`config.mk`:
```
export PLATFORM = sky130hd
export DESIGN_NAME = timer_bank_flat
export DESIGN_NICKNAME = d
export VERILOG_FILES = /design/src/rtl/timer_bank_if.sv /design/src/rtl/timer_bank.sv /design/src/flat_wrapper.sv
export SDC_FILE = /design/constraint.sdc
export NUM_CORES = 1
export LEC_CHECK = 0
export CORE_AREA = 2 2 218 177
export CTS_CLUSTER_SIZE = 14
export DETAILED_ROUTE_END_ITERATION = 10
export DIE_AREA = 0 0 220 179
export GPL_TIMING_DRIVEN = 0
export SETUP_SLACK_MARGIN = 0.4
export SLEW_MARGIN = 20
export SYNTH_ARGS = -nofsm -noshare
export SYNTH_HDL_FRONTEND = slang
export SYNTH_SLANG_ARGS = --single-unit
```
`constraint.sdc`:
```
create_clock -name clk -period 2.43 [get_ports clk]
set_input_delay 0.729 -clock clk [delete_from_list [all_inputs] [get_ports clk]]
set_output_delay 0.729 -clock clk [all_outputs]
set_load 0.005 [all_outputs]
```
`src/rtl/timer_bank_if.sv`:
```
// timer_bank_if: control, compare-write and status signals of the timer bank
interface timer_bank_if #(
   parameter int CHANNELS = 4,
   parameter int WIDTH = 32
);
   localparam int SEL_W = CHANNELS > 1 ? $clog2(CHANNELS) : 1;
   logic [CHANNELS-1:0] ch_en, ch_clr, ch_mode, irq_clr, alarm, irq_flag;
   logic cmp_wr, irq;
   logic [SEL_W-1:0] cmp_sel;
   logic [WIDTH-1:0] cmp_data;
   logic [CHANNELS*WIDTH-1:0] value;
   modport master (
      output ch_en, ch_clr, ch_mode, cmp_wr, cmp_sel, cmp_data, irq_clr,
      input value, alarm, irq_flag, irq
   );
   modport slave (
      input ch_en, ch_clr, ch_mode, cmp_wr, cmp_sel, cmp_data, irq_clr,
      output value, alarm, irq_flag, irq
   );
endinterface

```
`src/rtl/timer_bank.sv`:
```
// timer_bank: prescaled multi-channel timers with compare alarms
// define TIMER_BANK_IRQ_EN to build sticky irq flags with write-one-to-clear
module timer_bank #(
   parameter int CHANNELS = 4,
   parameter int WIDTH = 32,
   parameter int PRESCALE = 100000,
   parameter int PRESC_W = 17
) (
   input logic clk,
   input logic n_rst,
   timer_bank_if.slave bus
);
   localparam int SEL_W = CHANNELS > 1 ? $clog2(CHANNELS) : 1;
   logic [PRESC_W-1:0] presc;
   logic tick;
   logic [CHANNELS-1:0] match, alarm_d, alarm_q;
   assign tick = presc == PRESC_W'(PRESCALE - 1);
   assign alarm_d = match & bus.ch_en & ~bus.ch_clr & {CHANNELS{tick}};
   always_ff @(posedge clk) begin
      presc <= (n_rst || tick) ? '0 : presc + 1'b1;
      alarm_q <= n_rst ? '0 : alarm_d;
   end
   assign bus.alarm = alarm_q;
   for (genvar i = 0; i < CHANNELS; i++) begin : g_ch
      logic [WIDTH-1:0] cnt, cmp;
      // match looks at the pre-update value and the pre-write compare
      assign match[i] = cnt == cmp;
      always_ff @(posedge clk) begin
         if (n_rst) begin
            cnt <= '0;
            cmp <= '1;
         end else begin
            cnt <= bus.ch_clr[i] ? '0 : !(tick && bus.ch_en[i]) ? cnt : (match[i] && bus.ch_mode[i]) ? '0 : cnt + 1'b1;
            if (bus.cmp_wr && bus.cmp_sel == SEL_W'(i)) cmp <= bus.cmp_data;
         end
      end
      assign bus.value[i*WIDTH +: WIDTH] = cnt;
   end
`ifdef TIMER_BANK_IRQ_EN
   logic [CHANNELS-1:0] flag, flag_d;
   logic irq_q;
   assign flag_d = alarm_d | (flag & ~bus.irq_clr);
   always_ff @(posedge clk) begin
      flag <= n_rst ? '0 : flag_d;
      irq_q <= n_rst ? 1'b0 : |flag_d;
   end
   assign bus.irq_flag = flag;
   assign bus.irq = irq_q;
`else
   logic unused_irq_clr;
   assign unused_irq_clr = ^bus.irq_clr;
   assign bus.irq_flag = '0;
   assign bus.irq = 1'b0;
`endif
endmodule

```
`src/flat_wrapper.sv`:
```
// flat-port wrapper written by rule: the top's interface ports become plain ports
module timer_bank_flat 
#(
   parameter int CHANNELS = 4,
   parameter int WIDTH = 32,
   parameter int PRESCALE = 100000,
   parameter int PRESC_W = 17
)
  (clk, n_rst, bus_ch_en, bus_ch_clr, bus_ch_mode, bus_cmp_wr, bus_cmp_sel, bus_cmp_data, bus_irq_clr, bus_value, bus_alarm, bus_irq_flag, bus_irq);
  timer_bank_if #(.CHANNELS(CHANNELS), .WIDTH(WIDTH)) bus_i ();
  input logic clk;
  input logic n_rst;
  input wire logic [$bits(bus_i.ch_en)-1:0] bus_ch_en;
  input wire logic [$bits(bus_i.ch_clr)-1:0] bus_ch_clr;
  input wire logic [$bits(bus_i.ch_mode)-1:0] bus_ch_mode;
  input wire logic [$bits(bus_i.cmp_wr)-1:0] bus_cmp_wr;
  input wire logic [$bits(bus_i.cmp_sel)-1:0] bus_cmp_sel;
  input wire logic [$bits(bus_i.cmp_data)-1:0] bus_cmp_data;
  input wire logic [$bits(bus_i.irq_clr)-1:0] bus_irq_clr;
  output wire logic [$bits(bus_i.value)-1:0] bus_value;
  output wire logic [$bits(bus_i.alarm)-1:0] bus_alarm;
  output wire logic [$bits(bus_i.irq_flag)-1:0] bus_irq_flag;
  output wire logic [$bits(bus_i.irq)-1:0] bus_irq;
  assign bus_i.ch_en = bus_ch_en;
  assign bus_i.ch_clr = bus_ch_clr;
  assign bus_i.ch_mode = bus_ch_mode;
  assign bus_i.cmp_wr = bus_cmp_wr;
  assign bus_i.cmp_sel = bus_cmp_sel;
  assign bus_i.cmp_data = bus_cmp_data;
  assign bus_i.irq_clr = bus_irq_clr;
  assign bus_value = bus_i.value;
  assign bus_alarm = bus_i.alarm;
  assign bus_irq_flag = bus_i.irq_flag;
  assign bus_irq = bus_i.irq;
  timer_bank #(.CHANNELS(CHANNELS), .WIDTH(WIDTH), .PRESCALE(PRESCALE), .PRESC_W(PRESC_W)) u_core (.clk(clk), .n_rst(n_rst), .bus(bus_i));
endmodule
```
==> results.md <==
- I/O Buffers: 180
- Clock Tree Root: clkbuf_16
- Most frequent CP cell: buf_6
- Diodes inserted: 0
- HPWL Detailed: 31240 um
- Worst hold margin: 0.4555 ns
- Placeable core area: 0.03748 sq mm
- Per-cell routed wire length: 19.39 um
- Num CTS Buffers: 29
- First-pass GRT wire length: 67350 um
- Clock Tree Buf Depth: 3
- Max-cap viol count: 0
- GRT Util Overall: 0.2229
- Via count: 12030
- Largest net degree at the start of global routing: 15
- Dpl ws: -0.7668 ns
- Skew final: 0.02000 ns
- Starting Density: 0.3436
- Ports: 190
- Area growth, synth to finish: 47.45%
- Rows: 64
- Outcome: finished clean
- Distinct cells, synth: 45
- Post-layout util: 0.5067
- Routability cong.: 0.8349
- Fin crit share: 0.9927
- Post-synthesis sequential element count: 277
- Met3 wire len: 2699 um
- Num Clock Sinks: 277
- Fin worst setup slack: 0.01769 ns
- CP Max Fanout: 5
- Post-layout min period: 2.412 ns
- Insertion delay to the later sink of the worst-skew pair: 0.58 ns
- Leak Pwr: 7.886 nW
- CTS tree: done
- CP peak stage delay: 0.51 ns
- Met2 WL: 21150 um
- Gr ovfl total: 0
- Max rail drop VDD: 0.3836 mV
- Worst path cell trace: or4_4 > buf_6 > nor4_4 > buf_6 > buf_6 > buf_8 > nand4_1 > nor4_2 > xnor2_1 > nor2_1
- Yosys warns: 0
- Crit. End Element: flip-flop
- Iteration-0 DRC Markers: 955
- Gate Count Post-Synth: 1503
- Hold Crit Class: flip-flop to flip-flop
- Slew @ Worst Pin: 0.7384 ns
- Area leader, netlist: dfxtp_1
- Yosys top cell area share: 0.4306
- Slowest cell on crit path: or4_4
- WP buf/inv: 4
- Unrepaired setup endpoints after global routing: true
- CTS clk-pin slew, worst paths: 0.06 ns
- Fillers: 3486
- Setup violators final: 0
- Final Hold Fails: 0
- CP top delay family: simple AND/OR/NAND/NOR gates
- Commonest non-fill, non-tap cell in the layout: nand2_1
- Power Density: 539.0 mW/mm^2
- Final #Nets: 1893
- Crit path kind: flip-flop to flip-flop
- DIE AREA: 0.03938 sq mm
- Top cells by area, synth: dfxtp_1 (43%), xor2_1 (10%), xnor2_1 (7.5%), nand2_1 (7.0%), nand3b_1 (5.7%)
- Final WL: 45540 um
- Drc violations: 0
- Startpoint Class: flip-flop
- Drt pass-1 iters: 5
- Prevailing post-synth register cell: dfxtp_1
- Synthesized area per cell: 8.568 sq um
- Most frequent cells in the layout: nand2_1 (236), dfxtp_1 (152), xor2_1 (143), nor2_1 (122), dlygate4sd2_1 (108)
- Asr flop ratio synth: 0
- Initial antenna violation count: 0
- Fmax: 414.5 MHz
- Synthesized area: 0.01288 sq mm
- CTS H-Tree Depth: 1
- Share of post-route cells with drive strength above 1: 0.2584
- Vias in the first global route: 11410
- Max-slew headroom: 0.5032
- Detail Route Antenna Nets: 0
- DR top layer: met4
- Vias/cell: 5.120
- Vert. Die Dim: 179 um
- Chip Width: 220 um
- Number of synthesized flops with an enable pin: 0
- Met1 WL: 20710 um
- Flop-to-flop setup slack: 0.02 ns
- Post-CTS Hold Buffers: 0
- Post-synthesis sequential area ratio: 0.4306
- CP arrival: 2.86 ns
- CP required: 2.88 ns
- Final Max Tran Viols: 0
[stage by stage]
step / setup TNS (ns) / area (sq um) / power [mW] / cells
after global routing: -0.5697 / 18990 / 10.57 / 2349
after global placement: -107.95 / 15370 / 5.460 / 2182
after floorplan: 0 / 12950 / 5.181 / 1507
after detailed placement: -83.22 / 15380 / 5.471 / 2183
after CTS: -0.1086 / 17800 / 10.25 / 2320
final: 0 / 18990 / 10.24 / 2349
[logic make-up after synthesis]
family / count (synthesis) / share of synthesized area
multiplexers: 3 / 0.002332
other: 1 / 0.0002912
flip-flops: 277 / 0.4306
AND/OR/NAND/NOR: 808 / 0.3214
buffers and inverters: 100 / 0.03469
XOR/XNOR: 258 / 0.1755
adder cells (fa/ha/maj): 5 / 0.004858
AO/OA/AOI/OAI: 51 / 0.03032
[where the power goes]
group	internal, mW	switching, mW	total, mW	leakage [nW]
sequential	4.54	0.0961	4.64	2.35
combinational	0.332	0.405	0.737	5.04
clock	2.93	1.93	4.86	0.499
[layer usage]
metal	track usage	up-vias
li1	-	5716
met1	0.3114	5867
met2	0.3627	375
met3	0.03172	70
met4	0.05201	0
met5	0	-
[state kept, by name, indices dropped and copies added, names as in the netlist]
| signal | flops |
|---|---|
| u_core.g_ch.cmp | 128 |
| u_core.presc | 17 |
| u_core.bus.alarm | 4 |
| u_core.g_ch.cnt | 128 |
[cell usage after synthesis, drive strengths merged (2+ instances only)]
cell type and n:
a211o 33, a21oi 6, a311o 2, and2 8
and3 25, and4 7, buf 24, clkbuf 54
dfxtp 277, ha 5, inv 22, mux2i 3
nand2 242, nand3 51, nand3b 98, nand4 66
nand4b 2, nor2 185, nor2b 34, nor3 30
nor3b 2, nor4 42, nor4b 2, o21ai 10
or2 3, or3 8, xnor2 111, xor2 147
[worst paths after layout]
path,from,endpoint,cells after the start
worst max-delay path,u_core.presc[8],u_core.g_ch[2].cnt[31],10
worst min-delay path,u_core.presc[0],u_core.presc[0],1
worst max register to register,u_core.presc[8],u_core.g_ch[2].cnt[31],10
worst min register to register,u_core.presc[0],u_core.presc[0],1
[layout make-up]
cell class / count / area, sq um / area share
clock inverter: 14 / 232.7 / 0.01226
multi-input combinational: 1131 / 7898 / 0.4159
clock buffer: 36 / 792.0 / 0.04171
sequential: 277 / 5959 / 0.3139
timing repair buffer: 296 / 2851 / 0.1502
buffer: 78 / 553.0 / 0.02912
inverter: 22 / 82.58 / 0.004349
tap: 495 / 619.3 / 0.03262
[repair_timing]
| action | in CTS | in global routing |
|---|---|---|
| pin swaps | 20 | 56 |
| endpoints found under the setup margin | 321 | 166 |
| cloned | 10 | 4 |
| setup buffers | 77 | 25 |
| gates resized for setup | 430 | 249 |
(Power assumes the default switching activity.)
